--- config.mk ---
export PLATFORM = sky130hd
export DESIGN_NAME = exu_csr_unit_flat
export DESIGN_NICKNAME = d
export VERILOG_FILES = /design/src/rtl/exu_csr_unit_pkg.sv /design/src/rtl/exu_csr_unit_if.sv /design/src/rtl/exu_csr_unit_csr_cycle_cnt.sv /design/src/rtl/exu_csr_unit.sv /design/src/flat_wrapper.sv
export SDC_FILE = /design/constraint.sdc
export NUM_CORES = 1
export LEC_CHECK = 0
export BUFFER_PORTS_ARGS = -buffer_cell sky130_fd_sc_hd__buf_4
export CAP_MARGIN = 20
export CORE_MARGIN = 2
export CORE_UTILIZATION = 54
export DETAILED_ROUTE_END_ITERATION = 10
export PLACE_DENSITY = 0.77
export SLEW_MARGIN = 40
export SYNTH_ARGS = -nofsm -noshare
export SYNTH_HDL_FRONTEND = slang
export SYNTH_SLANG_ARGS = --single-unit
--- constraint.sdc ---
create_clock -name i_clk -period 2.1 [get_ports i_clk]
set_input_delay 0.21 -clock i_clk [delete_from_list [all_inputs] [get_ports i_clk]]
set_output_delay 0.21 -clock i_clk [all_outputs]
set_load 0.005 [all_outputs]
--- src/rtl/exu_csr_unit_pkg.sv ---
// Shared definitions for the machine-mode CSR unit: CSR addresses, op encodings,
// mstatus field positions, the default ECALL cause and the handshake FSM states.
package exu_csr_unit_pkg;

    localparam logic [11:0] CSR_MSTATUS  = 12'h300;
    localparam logic [11:0] CSR_MTVEC    = 12'h305;
    localparam logic [11:0] CSR_MSCRATCH = 12'h340;
    localparam logic [11:0] CSR_MEPC     = 12'h341;
    localparam logic [11:0] CSR_MCAUSE   = 12'h342;
    localparam logic [11:0] CSR_MCYCLE   = 12'hB00;
    localparam logic [11:0] CSR_MCYCLEH  = 12'hB80;

    localparam logic [1:0] CSR_OPT_SYS = 2'b00;
    localparam logic [1:0] CSR_OPT_RW  = 2'b01;
    localparam logic [1:0] CSR_OPT_RS  = 2'b10;
    localparam logic [1:0] CSR_OPT_RC  = 2'b11;

    localparam int MSTATUS_MIE    = 3;
    localparam int MSTATUS_MPIE   = 7;
    localparam int MSTATUS_MPP_LO = 11;

    localparam int ECALL_CAUSE_M = 11;

    typedef enum logic {
        ST_IDLE = 1'b0,
        ST_RESP = 1'b1
    } csr_state_e;

endpackage

--- src/rtl/exu_csr_unit_if.sv ---
// Request/response bundle between the system-instruction decoder and the CSR unit.
interface exu_csr_unit_if #(
    parameter int XLEN = 32
);
    logic            i_valid;
    logic            o_ready;
    logic [1:0]      i_opt;
    logic            i_sys;
    logic [11:0]     i_csrid;
    logic            i_csrsren;
    logic            i_csrdwen;
    logic [XLEN-1:0] i_wsrc;
    logic [XLEN-1:0] i_pc;
    logic            o_done;
    logic [XLEN-1:0] o_rdata;
    logic            o_illegal;
    logic            o_redirect;
    logic [XLEN-1:0] o_target;

    modport master (
        output i_valid, i_opt, i_sys, i_csrid, i_csrsren, i_csrdwen, i_wsrc, i_pc,
        input  o_ready, o_done, o_rdata, o_illegal, o_redirect, o_target
    );

    modport slave (
        input  i_valid, i_opt, i_sys, i_csrid, i_csrsren, i_csrdwen, i_wsrc, i_pc,
        output o_ready, o_done, o_rdata, o_illegal, o_redirect, o_target
    );
endinterface

--- src/rtl/exu_csr_unit_csr_cycle_cnt.sv ---
// Free-running cycle counter with split low/high write ports; a write to either
// half replaces that half and freezes the other for that cycle.
module exu_csr_unit_csr_cycle_cnt #(
    parameter int CYC_W = 64,
    parameter int LO_W  = 32
) (
    input  logic             clk,
    input  logic             rst,
    input  logic             wr_lo,
    input  logic             wr_hi,
    input  logic [LO_W-1:0]  wdata,
    output logic [CYC_W-1:0] count
);

    localparam logic [CYC_W-1:0] LO_MASK = CYC_W'({LO_W{1'b1}});

    logic [CYC_W-1:0] wide_w;

    assign wide_w = CYC_W'(wdata);

    // Software writes take priority over the increment and suppress any carry.
    always_ff @(posedge clk) begin
        if (rst) begin
            count <= '0;
        end else if (wr_lo) begin
            count <= (count & ~LO_MASK) | wide_w;
        end else if (wr_hi) begin
            count <= (count & LO_MASK) | ((wide_w << LO_W) & ~LO_MASK);
        end else begin
            count <= count + CYC_W'(1);
        end
    end

endmodule

--- src/rtl/exu_csr_unit.sv ---
// Machine-mode CSR execution unit: CSR read/modify/write, ECALL/MRET trap state
// and the cycle counter, behind a one-in-flight valid/ready handshake.
module exu_csr_unit
    import exu_csr_unit_pkg::*;
#(
    parameter int XLEN        = 32,
    parameter int CYC_W       = 64,
    parameter int ECALL_CAUSE = ECALL_CAUSE_M
) (
    input logic           i_clk,
    input logic           i_rst,
    exu_csr_unit_if.slave bus
);

    localparam bit HAS_MCYCLEH = (XLEN == 32) && (CYC_W > 32);
    localparam logic [XLEN-1:0] ALIGN_MASK = ~XLEN'(3);

    csr_state_e state_q, state_d;

    logic            mie_q, mpie_q;
    logic [XLEN-1:0] mtvec_q, mscratch_q, mepc_q, mcause_q;
    logic [XLEN-1:0] rdata_q, target_q;
    logic            illegal_q, redirect_q;

    logic [CYC_W-1:0] cyc_count;
    logic [XLEN-1:0]  cyc_lo, cyc_hi, old_val, new_val;
    logic             legal, accept, is_sys, do_ecall, do_mret, csr_we;

    assign accept   = bus.i_valid && (state_q == ST_IDLE);
    assign is_sys   = (bus.i_opt == CSR_OPT_SYS);
    assign do_ecall = accept && is_sys && !bus.i_sys;
    assign do_mret  = accept && is_sys && bus.i_sys;
    assign csr_we   = accept && !is_sys && bus.i_csrdwen && legal;
    assign cyc_lo   = XLEN'(cyc_count);
    assign cyc_hi   = XLEN'(cyc_count >> XLEN);

    always_ff @(posedge i_clk) begin
        if (i_rst) state_q <= ST_IDLE;
        else       state_q <= state_d;
    end

    always_comb begin
        state_d = state_q;
        case (state_q)
            ST_IDLE: if (bus.i_valid) state_d = ST_RESP;
            ST_RESP: state_d = ST_IDLE;
            default: state_d = ST_IDLE;
        endcase
    end

    // Response fields are only visible during the RESP cycle and never under reset.
    always_comb begin
        bus.o_ready    = (state_q == ST_IDLE);
        bus.o_done     = (state_q == ST_RESP) && !i_rst;
        bus.o_rdata    = bus.o_done ? rdata_q : '0;
        bus.o_illegal  = bus.o_done && illegal_q;
        bus.o_redirect = bus.o_done && redirect_q;
        bus.o_target   = bus.o_done ? target_q : '0;
    end

    // mstatus reads back MPP as machine mode regardless of what was written.
    always_comb begin
        old_val = '0;
        legal   = 1'b1;
        case (bus.i_csrid)
            CSR_MSTATUS: begin
                old_val[MSTATUS_MIE]       = mie_q;
                old_val[MSTATUS_MPIE]      = mpie_q;
                old_val[MSTATUS_MPP_LO+:2] = 2'b11;
            end
            CSR_MTVEC:    old_val = mtvec_q;
            CSR_MSCRATCH: old_val = mscratch_q;
            CSR_MEPC:     old_val = mepc_q;
            CSR_MCAUSE:   old_val = mcause_q;
            CSR_MCYCLE:   old_val = cyc_lo;
            CSR_MCYCLEH: begin
                legal   = HAS_MCYCLEH;
                old_val = HAS_MCYCLEH ? cyc_hi : '0;
            end
            default: legal = 1'b0;
        endcase
    end

    always_comb begin
        case (bus.i_opt)
            CSR_OPT_RS: new_val = old_val | bus.i_wsrc;
            CSR_OPT_RC: new_val = old_val & ~bus.i_wsrc;
            default:    new_val = bus.i_wsrc;
        endcase
    end

    always_ff @(posedge i_clk) begin
        if (i_rst) begin
            mie_q      <= 1'b0;
            mpie_q     <= 1'b0;
            mtvec_q    <= '0;
            mscratch_q <= '0;
            mepc_q     <= '0;
            mcause_q   <= '0;
        end else if (do_ecall) begin
            mepc_q   <= bus.i_pc & ALIGN_MASK;
            mcause_q <= XLEN'(ECALL_CAUSE);
            mpie_q   <= mie_q;
            mie_q    <= 1'b0;
        end else if (do_mret) begin
            mie_q  <= mpie_q;
            mpie_q <= 1'b1;
        end else if (csr_we) begin
            case (bus.i_csrid)
                CSR_MSTATUS: begin
                    mie_q  <= new_val[MSTATUS_MIE];
                    mpie_q <= new_val[MSTATUS_MPIE];
                end
                CSR_MTVEC:    mtvec_q    <= new_val & ALIGN_MASK;
                CSR_MSCRATCH: mscratch_q <= new_val;
                CSR_MEPC:     mepc_q     <= new_val & ALIGN_MASK;
                CSR_MCAUSE:   mcause_q   <= new_val;
                default: ;
            endcase
        end
    end

    always_ff @(posedge i_clk) begin
        if (i_rst) begin
            rdata_q    <= '0;
            illegal_q  <= 1'b0;
            redirect_q <= 1'b0;
            target_q   <= '0;
        end else if (accept) begin
            rdata_q    <= (!is_sys && legal && bus.i_csrsren) ? old_val : '0;
            illegal_q  <= !is_sys && !legal;
            redirect_q <= is_sys;
            target_q   <= !is_sys ? '0 : (bus.i_sys ? mepc_q : mtvec_q);
        end
    end

    exu_csr_unit_csr_cycle_cnt #(
        .CYC_W (CYC_W),
        .LO_W  (XLEN)
    ) u_cycle_cnt (
        .clk   (i_clk),
        .rst   (i_rst),
        .wr_lo (csr_we && (bus.i_csrid == CSR_MCYCLE)),
        .wr_hi (csr_we && (bus.i_csrid == CSR_MCYCLEH)),
        .wdata (new_val),
        .count (cyc_count)
    );

endmodule

--- src/flat_wrapper.sv ---
// flat-port wrapper written by rule: the top's interface ports become plain ports
module exu_csr_unit_flat import exu_csr_unit_pkg::*;
#(
    parameter int XLEN        = 32,
    parameter int CYC_W       = 64,
    parameter int ECALL_CAUSE = ECALL_CAUSE_M
)
  (i_clk, i_rst, bus_i_valid, bus_i_opt, bus_i_sys, bus_i_csrid, bus_i_csrsren, bus_i_csrdwen, bus_i_wsrc, bus_i_pc, bus_o_ready, bus_o_done, bus_o_rdata, bus_o_illegal, bus_o_redirect, bus_o_target);
  exu_csr_unit_if #(.XLEN(XLEN)) bus_i ();
  input logic i_clk;
  input logic i_rst;
  input wire logic [$bits(bus_i.i_valid)-1:0] bus_i_valid;
  input wire logic [$bits(bus_i.i_opt)-1:0] bus_i_opt;
  input wire logic [$bits(bus_i.i_sys)-1:0] bus_i_sys;
  input wire logic [$bits(bus_i.i_csrid)-1:0] bus_i_csrid;
  input wire logic [$bits(bus_i.i_csrsren)-1:0] bus_i_csrsren;
  input wire logic [$bits(bus_i.i_csrdwen)-1:0] bus_i_csrdwen;
  input wire logic [$bits(bus_i.i_wsrc)-1:0] bus_i_wsrc;
  input wire logic [$bits(bus_i.i_pc)-1:0] bus_i_pc;
  output wire logic [$bits(bus_i.o_ready)-1:0] bus_o_ready;
  output wire logic [$bits(bus_i.o_done)-1:0] bus_o_done;
  output wire logic [$bits(bus_i.o_rdata)-1:0] bus_o_rdata;
  output wire logic [$bits(bus_i.o_illegal)-1:0] bus_o_illegal;
  output wire logic [$bits(bus_i.o_redirect)-1:0] bus_o_redirect;
  output wire logic [$bits(bus_i.o_target)-1:0] bus_o_target;
  assign bus_i.i_valid = bus_i_valid;
  assign bus_i.i_opt = bus_i_opt;
  assign bus_i.i_sys = bus_i_sys;
  assign bus_i.i_csrid = bus_i_csrid;
  assign bus_i.i_csrsren = bus_i_csrsren;
  assign bus_i.i_csrdwen = bus_i_csrdwen;
  assign bus_i.i_wsrc = bus_i_wsrc;
  assign bus_i.i_pc = bus_i_pc;
  assign bus_o_ready = bus_i.o_ready;
  assign bus_o_done = bus_i.o_done;
  assign bus_o_rdata = bus_i.o_rdata;
  assign bus_o_illegal = bus_i.o_illegal;
  assign bus_o_redirect = bus_i.o_redirect;
  assign bus_o_target = bus_i.o_target;
  exu_csr_unit #(.XLEN(XLEN), .CYC_W(CYC_W), .ECALL_CAUSE(ECALL_CAUSE)) u_core (.i_clk(i_clk), .i_rst(i_rst), .bus(bus_i));
endmodule
==> summary.json, run 1 <==
{
  "status": "complete, but fails checks",
  "failed_checks": "negative setup slack",
  "fin_util": 0.793,
  "max_cap_violations": 0,
  "cts-htree-levels": 1,
  "routed-via-count": 18742,
  "ff_latch_count_synth": 255,
  "number_of_antenna_violations_at_the_first_check_in_global_routing": 1,
  "first_global_vias": 17395,
  "finalClockSkew_ns": 0.00961,
  "area_growth_pct": 44.4,
  "dieWidth_um": 167,
  "worst_skew_pair.late_latency_ns": 0.56,
  "synth_cell_types": 92,
  "rsz_0062_raised_after_global_routing": "true",
  "synth_ff_type": "sky130_fd_sc_hd__dfxtp_1",
  "critical_path.reg2reg.startpoint": "u_core.u_cycle_cnt.count[3]",
  "cts_made_buffers": 28,
  "worst_hold_path.num_cells": 4,
  "reg2regPathDepth": 7,
  "cts_buffer_depth": 3,
  "vertical_die_dimension_um": 167,
  "grtUsageTotal": 0.499,
  "reg_to_reg_slack_setup_ns": -0.14,
  "synth_edf_count": 0,
  "tns_ns": -0.240,
  "power_leakage_nw": 8.35,
  "drt_pre_antenna_iters": 9,
  "vdd_ir_drop_max_v": 0.000808,
  "crit_type": "reg -> reg",
  "finalSetupViolCount": 4,
  "fraction_of_final_layout_cells_sized_beyond_drive_strength_1": 0.327,
  "route.detailed.vias_per_inst": 7.07,
  "worst_hold_path.endpoint": "u_core.mepc_q[11]",
  "syn_area_per_cell_sq_um": 7.85,
  "grt_max_degree": 57,
  "drt-initial-drc-count": 3198,
  "worst_slew_margin_rel": 0.522,
  "cts.reportedPaths.clkPinSlew_ns": 0.06,
  "place_worst_setup_slack_ns": -0.525,
  "synth.top_cell.area_share": 0.356,
  "synth_area_sq_mm": 0.0143,
  "max_freq_mhz": 447,
  "drt-total-wl_mm": 73.5,
  "min_from": "bus_i_pc[11]",
  "setup.worst_path.start_class": "flip-flop",
  "initial_util": 0.550,
  "worst_ep_arrival_time_ns": 2.73,
  "grt_first_pass_wirelength_mm": 107,
  "worst_min_delay_path_category": "in -> reg",
  "timing.final.crit_period_ns": 2.24,
  "floorplan.die_area_sq_mm": 0.0278,
  "post-dp-hpwl_mm": 53.4,
  "postSynth.asyncResetShare": 0,
  "most_frequent_standard_cell_in_the_layout_excluding_fill_and_tap_cells": "sky130_fd_sc_hd__buf_4",
  "final_min_period_over_clock_period": 1.07,
  "drtAntennaViolNets": 0,
  "synth_top_cells_by_area": "sky130_fd_sc_hd__dfxtp_1 36%, sky130_fd_sc_hd__nor2_1 6.0%, sky130_fd_sc_hd__a21oi_1 4.3%, sky130_fd_sc_hd__nand2_1 4.3%, sky130_fd_sc_hd__and3_1 4.1%",
  "timing_worst_slew_pin_value_ns": 0.709,
  "synth-warning-count": 0,
  "final-hold-violation-count": 0,
  "ios": 152,
  "seq_area_frac_synth": 0.356,
  "num_antenna_cells": 0,
  "avgRoutedWirePerCell_um": 27.7,
  "power_density_mw_per_mm2": 549,
  "crit_path_max_fanout": 7,
  "ctsRootBufferMaster": "sky130_fd_sc_hd__clkbuf_16",
  "finalWorstSetupSlack_ns": -0.137,
  "final-max-slew-violation-count": 0,
  "finalWeightedCongestion": 1.10,
  "core-area_sq_mm": 0.0261,
  "cts.sinks": 255,
  "globalRouteOverflowTotal": 0,
  "nets": 2385,
  "worstSetupEndpointType": "flip-flop",
  "drc": 0,
  "leading_cell_types_in_the_layout_fill_and_taps_excluded": "538 x sky130_fd_sc_hd__buf_4, 229 x sky130_fd_sc_hd__dfxtp_1, 224 x sky130_fd_sc_hd__nor2_1, 159 x sky130_fd_sc_hd__nand2_1, 115 x sky130_fd_sc_hd__a21oi_1",
  "critPathRequiredTime_ns": 2.60,
  "post_syn_instances": 1825,
  "critical_path.reg2reg.endpoint": "u_core.u_cycle_cnt.count[60]",
  "floorplan_row_count": 59,
  "io_buffers": 147,
  "cts_tree": "yes",
  "yosysTopAreaCell": "sky130_fd_sc_hd__dfxtp_1"
}
## synthesized netlist by cell type, types with 6 or more instances
cell type                   count
sky130_fd_sc_hd__a221oi_1      10
sky130_fd_sc_hd__o22ai_1       11
sky130_fd_sc_hd__mux2i_1       50
sky130_fd_sc_hd__a21o_1        13
sky130_fd_sc_hd__and4_1        17
sky130_fd_sc_hd__or3_1          6
sky130_fd_sc_hd__nor3b_1        8
sky130_fd_sc_hd__and3_1        95
sky130_fd_sc_hd__o211ai_1      12
sky130_fd_sc_hd__clkbuf_1     116
sky130_fd_sc_hd__nor2_1       230
sky130_fd_sc_hd__o221ai_1       8
sky130_fd_sc_hd__nand2_1      163
sky130_fd_sc_hd__a32oi_1       16
sky130_fd_sc_hd__a2bb2oi_1      7
sky130_fd_sc_hd__a211oi_1      68
sky130_fd_sc_hd__nor3_1        39
sky130_fd_sc_hd__a21oi_1      123
sky130_fd_sc_hd__o2bb2ai_1      7
sky130_fd_sc_hd__inv_1         21
sky130_fd_sc_hd__dfxtp_1      255
sky130_fd_sc_hd__a221o_1       21
sky130_fd_sc_hd__xor2_1         6
sky130_fd_sc_hd__nand4b_1       7
sky130_fd_sc_hd__and2_1        18
sky130_fd_sc_hd__nor2b_1        7
sky130_fd_sc_hd__a31oi_1       38
sky130_fd_sc_hd__buf_2         31
sky130_fd_sc_hd__nor4_1        18
sky130_fd_sc_hd__buf_1         10
sky130_fd_sc_hd__a22o_1         6
sky130_fd_sc_hd__nand4_1       54
sky130_fd_sc_hd__a222oi_1      10
sky130_fd_sc_hd__or4_1          9
sky130_fd_sc_hd__nand3_1       45
sky130_fd_sc_hd__o21ai_0       83
sky130_fd_sc_hd__nand2b_1      10
sky130_fd_sc_hd__a41oi_1        6
sky130_fd_sc_hd__a22oi_1       48
sky130_fd_sc_hd__o2111ai_1     15
## cells by family after synthesis
family	after synthesis	share of synthesized area
AND/OR/NAND/NOR	760	0.272
AO/OA/AOI/OAI	556	0.271
flip-flops	255	0.356
buffers and inverters	189	0.0557
multiplexers	53	0.0373
XOR/XNOR	10	0.00612
adder cells (fa/ha/maj)	1	0.000874
other	1	0.000262
## registers in the layout (all words and copies together), names as in the netlist
signal,cells
u_core.redirect_q,1
u_core.state_q,1
u_core.u_cycle_cnt.count,64
u_core.mepc_q,30
u_core.rdata_q,32
u_core.target_q,30
u_core.illegal_q,1
u_core.mie_q,1
u_core.mpie_q,1
u_core.mscratch_q,32
u_core.mcause_q,32
u_core.mtvec_q,30
## metal layers
layer | track usage | up-vias | part of all wire
met3 | 0.135 | 489 | 0.14
li1 | - | 7846 | -
met4 | 0.361 | 2 | 0.10
met5 | 0 | - | 0.00014
met1 | 0.622 | 8634 | 0.35
met2 | 0.743 | 1771 | 0.41
## power by group
group | switching (mW) | leakage, nW | internal (mW)
Combinational | 0.719 | 5.80 | 0.495
Clock | 2.11 | 0.473 | 3.14
Sequential | 0.0270 | 2.07 | 4.85
## layout make-up
cell class | instances | area (sq um)
sequential | 255 | 5150
timing repair buffer | 610 | 5150
tap | 335 | 419
clock inverter | 7 | 113
fill | 1772 | 5380
multi-input combinational | 1383 | 8910
clock buffer | 40 | 847
inverter | 22 | 82.6
## what timing repair did
action / 4_1_cts / 5_1_grt
gates cloned: 4 / 1
hold buffers: 30 / 0
pin swaps: 11 / 30
setup endpoints to repair: 99 / 105
setup buffers: 12 / 8
resized for setup: 32 / 67
hold endpoints to repair: 38 / 0
## stage by stage
stage | instance area, sq um | cells | hold slack (ns) | power, mW
floorplan | 14500 | 1826 | 0.329 | 5.44
global placement | 18800 | 2550 | 0.421 | 6.05
detailed placement | 18800 | 2550 | 0.430 | 6.07
CTS | 20400 | 2643 | 0.00463 | 11.2
global route | 20700 | 2652 | 0.0243 | 11.5
finish | 20700 | 2652 | 0.00596 | 11.3
## worst max path at each step
stage                                             from                           end  slack, ns  depth (start not counted)
after detailed placement                bus_i_csrid[1]  u_core.u_cycle_cnt.count[19]      -0.52                         11
final                      u_core.u_cycle_cnt.count[3]  u_core.u_cycle_cnt.count[60]      -0.14                          7
after global placement                  bus_i_csrid[1]  u_core.u_cycle_cnt.count[19]      -0.54                         11
after floorplan                         bus_i_csrid[0]            u_core.mcause_q[5]      -0.06                          8
after CTS                 u_core.u_cycle_cnt.count[31]  u_core.u_cycle_cnt.count[60]      -0.05                          7
after global routing      u_core.u_cycle_cnt.count[30]  u_core.u_cycle_cnt.count[60]      -0.18                          7
## critical path, stage by stage (launching register included)
cell                      delay (ns)
sky130_fd_sc_hd__dfxtp_1        0.36
sky130_fd_sc_hd__buf_4          0.21
sky130_fd_sc_hd__nand3_2        0.13
sky130_fd_sc_hd__nor2_4         0.18
sky130_fd_sc_hd__nand4_1        0.26
sky130_fd_sc_hd__or4_4          0.59
sky130_fd_sc_hd__o32a_1         0.32
sky130_fd_sc_hd__a21oi_2        0.11
Note: power is estimated with default switching activity, not from simulation.
==> inputs of run 2 (changes only) <==
SETUP_SLACK_MARGIN = 0.2   (was default)
==> summary.json, run 2 <==
{
  "cts-htree-levels": {"value": 1, "change": "unchanged"},
  "grt_max_degree": 70,
  "cts.sinks": {"value": 255, "change": "unchanged"},
  "globalRouteOverflowTotal": 150,
  "outcome.stop_stage": "global routing",
  "synth_ff_type": "sky130_fd_sc_hd__dfxtp_1",
  "postSynth.asyncResetShare": {"value": 0, "change": "unchanged"},
  "synth-warning-count": {"value": 0, "change": "unchanged"},
  "postGrtWorstEndpoint": "u_core.u_cycle_cnt.count[57]$_SDFFE_PP0N_/D",
  "syn_area_per_cell": {"value": 7.85, "unit": "sq um", "change": "unchanged"},
  "ff_latch_count_synth": {"value": 255, "change": "unchanged"},
  "most_frequent_cell_after_synthesis": "sky130_fd_sc_hd__dfxtp_1",
  "error": "[ERROR GRT-0232] Routing congestion too high. Check the congestion heatmap in the GUI.",
  "yosysTopAreaCell": "sky130_fd_sc_hd__dfxtp_1",
  "dieWidth": {"value": 167, "unit": "um", "change": "unchanged"},
  "vertical_die_dimension": {"value": 167, "unit": "um", "change": "unchanged"},
  "synth.top_cell.area_share": {"value": 0.356, "change": "unchanged"},
  "worst-endpoint-pin-kind": "register input",
  "synth_edf_count": {"value": 0, "change": "unchanged"},
  "initial_util": {"value": 0.550, "change": "unchanged"},
  "ctsRootBufferMaster": "sky130_fd_sc_hd__clkbuf_16",
  "post_syn_instances": {"value": 1825, "change": "unchanged"},
  "grtUsageTotal": 0.813,
  "seq_area_frac_synth": {"value": 0.356, "change": "unchanged"},
  "cts_buffer_depth": {"value": 3, "change": "unchanged"},
  "synth_top_cells_by_count": "255 x sky130_fd_sc_hd__dfxtp_1, 230 x sky130_fd_sc_hd__nor2_1, 163 x sky130_fd_sc_hd__nand2_1, 123 x sky130_fd_sc_hd__a21oi_1, 116 x sky130_fd_sc_hd__clkbuf_1",
  "io_buffers": {"value": 147, "change": "unchanged"},
  "post-dp-hpwl": {"value": 53.4, "unit": "mm", "change": "about the same"},
  "ios": {"value": 152, "change": "unchanged"},
  "synth_top_cells_by_area": "sky130_fd_sc_hd__dfxtp_1 36%, sky130_fd_sc_hd__nor2_1 6.0%, sky130_fd_sc_hd__a21oi_1 4.3%, sky130_fd_sc_hd__nand2_1 4.3%, sky130_fd_sc_hd__and3_1 4.1%",
  "synth_cell_types": {"value": 92, "change": "unchanged"},
  "cts_made_buffers": {"value": 27, "change": "-3.6%"},
  "synth_area": {"value": 0.0143, "unit": "sq mm", "change": "unchanged"},
  "finalWeightedCongestion": {"value": 1.12, "change": "+2.0%"},
  "placed_area": {"value": 0.0192, "unit": "sq mm", "change": "+2.2%"},
  "status": "aborted with a tool error",
  "floorplan_row_count": {"value": 59, "change": "unchanged"}
}
## run 2: cell counts after synthesis
Identical to the previous run, type by type.
## run 2: metrics by stage
stage          hold WS, ns  setup slack, ns  instances
2_1_floorplan        0.329          -0.0640       1826
3_3_place_gp         0.424           -0.368       2550
3_5_place_dp         0.424           -0.453       2550
4_1_cts            -0.0178           0.0184       2673
## run 2: cell families after synthesis
group                      after synthesis  synth area share
adders and majority gates                1          0.000874
and+or+nand+nor                        760             0.272
other                                    1          0.000262
muxes                                   53            0.0373
DFF                                    255             0.356
xor gates and xnor gates                10           0.00612
AOI/OAI and AO/OA                      556             0.271
buffers and inverters                  189            0.0557
## run 2: what timing repair did
| action | 4_1_cts |
|---|---|
| endpoints found under the hold margin | 40 |
| gates cloned | 3 |
| gates resized for setup | 102 |
| pin swaps | 47 |
| hold buffers | 32 |
| setup buffers | 39 |
| endpoints found under the setup margin | 239 |
## run 2: metal layers
metal  global-route usage  GRT overflow
met2                0.957            76
met5                0.297             2
met4                0.813            62
met1                0.817             4
met3                0.687             6
==> inputs of run 3 (changes only) <==
CORE_UTILIZATION = 40   (was 54)
PLACE_DENSITY = default   (was 0.77)
PLACE_DENSITY_LB_ADDON = 0.15   (was default)
SETUP_SLACK_MARGIN = default   (was 0.2)
clock period = 2.73 ns   (was 2.1 ns; I/O delays follow)
==> summary.json, run 3 (synthesis gave the netlist of run 1 again) <==
{
  "core-area_sq_mm": 0.0354,
  "finalPower_mw": 8.78,
  "fin_util": 0.520,
  "cts_resized": {"value": 0, "change": "-100%"},
  "critical_path_max_stage_delay_ns": 0.66,
  "crit_slowest_cell": "sky130_fd_sc_hd__a22oi_1",
  "status": "finished clean",
  "rsz_0062_raised_after_global_routing": "false",
  "timing.final.crit_period_ns": 2.61,
  "routed-via-count": 16214,
  "ios": {"value": 152, "change": "unchanged"},
  "number_of_antenna_violations_at_the_first_check_in_global_routing": 0,
  "post-dp-hpwl": {"value": 51.5, "unit": "mm", "change": "-3.5%"},
  "critical_path.reg2reg.startpoint": "u_core.u_cycle_cnt.count[6]",
  "power_density_mw_per_mm2": 477,
  "final-hold-violation-count": 0,
  "gr-usage-met3": 0.0450,
  "worst_ep_arrival_time_ns": 3.07,
  "whs_ns": 0.0367,
  "cts-hold-fix-buffers": {"value": 29, "change": "-9.4%"},
  "cts-htree-levels": {"value": 1, "change": "unchanged"},
  "power_leakage_nw": 6.99,
  "setup.worst_path.start_class": "flip-flop",
  "fraction_of_final_layout_cells_sized_beyond_drive_strength_1": 0.214,
  "worst_min_delay_path_category": "in -> reg",
  "finalClockSkew_ns": 0.0109,
  "finalSetupViolCount": 0,
  "global_route.usage.met1": 0.506,
  "route.detailed.vias_per_inst": 6.35,
  "ctsRootBufferMaster": "sky130_fd_sc_hd__clkbuf_16",
  "cts.reportedPaths.clkPinSlew_ns": 0.06,
  "max_cap_violations": 0,
  "crit_type": "reg -> reg",
  "grt_max_degree": 156,
  "worst_hold_path.endpoint": "u_core.mepc_q[11]",
  "min_from": "bus_i_pc[11]",
  "worst_skew_pair.late_latency_ns": 0.58,
  "timing_worst_slew_pin_value_ns": 0.897,
  "avgRoutedWirePerCell_um": 26.7,
  "initial_util": {"value": 0.405, "change": "-0.145"},
  "leading_cell_types_in_the_layout_fill_and_taps_excluded": "336 x sky130_fd_sc_hd__buf_4, 254 x sky130_fd_sc_hd__dfxtp_1, 228 x sky130_fd_sc_hd__nor2_1, 162 x sky130_fd_sc_hd__nand2_1, 122 x sky130_fd_sc_hd__a21oi_1",
  "cts_tree": "yes",
  "grtUsageTotal": 0.351,
  "drt-total-wl_mm": 68.2,
  "first_global_vias": 14944,
  "most_frequent_standard_cell_in_the_layout_excluding_fill_and_tap_cells": "sky130_fd_sc_hd__buf_4",
  "top_register": "u_core.u_cycle_cnt.count",
  "max_freq_mhz": 383,
  "drt_pre_antenna_iters": 7,
  "drc": 0,
  "floorplan.die_area_sq_mm": 0.0373,
  "drt-initial-drc-count": 2075,
  "worst_slew_margin_rel": 0.402,
  "timing.critical_path.cells": "buf_4, mux2_2, nand4_1, o2111ai_1, buf_4, a22oi_1, buf_4, nor2_1, a221o_1",
  "vdd_ir_drop_max_v": 0.000498,
  "reg2regPathDepth": 9,
  "worstSetupEndpointType": "flip-flop",
  "grt_busiest_layer": "met2",
  "vertical_die_dimension": {"value": 193, "unit": "um", "change": "+16%"},
  "cts_made_buffers": {"value": 29, "change": "+7.4%"},
  "critPathRequiredTime_ns": 3.19,
  "area_growth_pct": 28.6,
  "largest_register_ffs": 64,
  "num_antenna_cells": 0,
  "dieWidth": {"value": 193, "unit": "um", "change": "+16%"},
  "met2_usage": 0.517,
  "nets": 2158,
  "postCtsSetupBuffers": {"value": 0, "change": "-100%"},
  "grt_first_pass_wirelength_mm": 100,
  "cts_buffer_depth": {"value": 3, "change": "unchanged"},
  "drtAntennaViolNets": 0,
  "io_buffers": {"value": 147, "change": "unchanged"},
  "final-max-slew-violation-count": 0,
  "cp_common_cell": "sky130_fd_sc_hd__buf_4",
  "finalWeightedCongestion": {"value": 0.981, "change": "-13%"},
  "critical_path.reg2reg.endpoint": "u_core.mepc_q[6]",
  "floorplan_row_count": {"value": 69, "change": "+17%"},
  "globalRouteOverflowTotal": 0,
  "worst_hold_path.num_cells": 4,
  "final_min_period_over_clock_period": 0.956,
  "crit_path_max_fanout": 6,
  "reg_to_reg_slack_setup_ns": 0.12,
  "cts.sinks": {"value": 255, "change": "unchanged"}
}
-- run 3: worst max-delay path by stage --
| stage | from | end | cells after the start |
|---|---|---|---|
| 6_report | u_core.u_cycle_cnt.count[6] | u_core.mepc_q[6] | 9 |
| 5_1_grt | u_core.state_q | u_core.mepc_q[2] | 7 |
| 4_1_cts | u_core.u_cycle_cnt.count[6] | u_core.mepc_q[6] | 9 |
| 3_5_place_dp | bus_i_csrid[11] | u_core.mepc_q[21] | 9 |
| 3_3_place_gp | bus_i_csrid[11] | u_core.mepc_q[21] | 9 |
| 2_1_floorplan | bus_i_csrid[0] | u_core.mepc_q[18] | 9 |
-- run 3: final cells by class --
type | instances | area (sq um)
Multi-Input combinational cell | 1382 | 8480
Sequential cell | 255 | 5110
Timing Repair Buffer | 383 | 3150
Clock buffer | 40 | 837
Clock inverter | 12 | 178
Fill cell | 3388 | 17000
Inverter | 22 | 82.6
Tap cell | 461 | 577
-- run 3: per-layer routing --
layer / vias to the layer above / part of all wire
li1: 7379 / -
met1: 7799 / 0.44
met2: 879 / 0.42
met3: 157 / 0.088
met4: 0 / 0.054
met5: - / 0
-- run 3: report_power, final --
group / switching, mW / internal [mW]
combinational: 0.513 / 0.295
clock: 1.70 / 2.51
sequential: 0.0176 / 3.74
total: 2.23 / 6.55
-- run 3: per-stage QoR --
| step | setup WS (ns) | std cells | area [sq um] | TNS, ns |
|---|---|---|---|---|
| global placement | -0.0865 | 2473 | 17100 | -0.0865 |
| floorplan | 0.375 | 1826 | 14300 | 0 |
| finish | 0.120 | 2555 | 18400 | 0 |
| CTS | 0.232 | 2554 | 18400 | 0 |
| detailed placement | -0.0244 | 2473 | 17100 | -0.0280 |
| global route | 0.0441 | 2555 | 18400 | 0 |
-- run 3: critical path, delay by kind of cell, from the launching register on --
kind,cells,cell delay [ns]
and+or+nand+nor,2,0.20
AOI/OAI and AO/OA,3,1.04
DFF,1,0.34
buffers and inverters,3,0.62
muxes,1,0.29
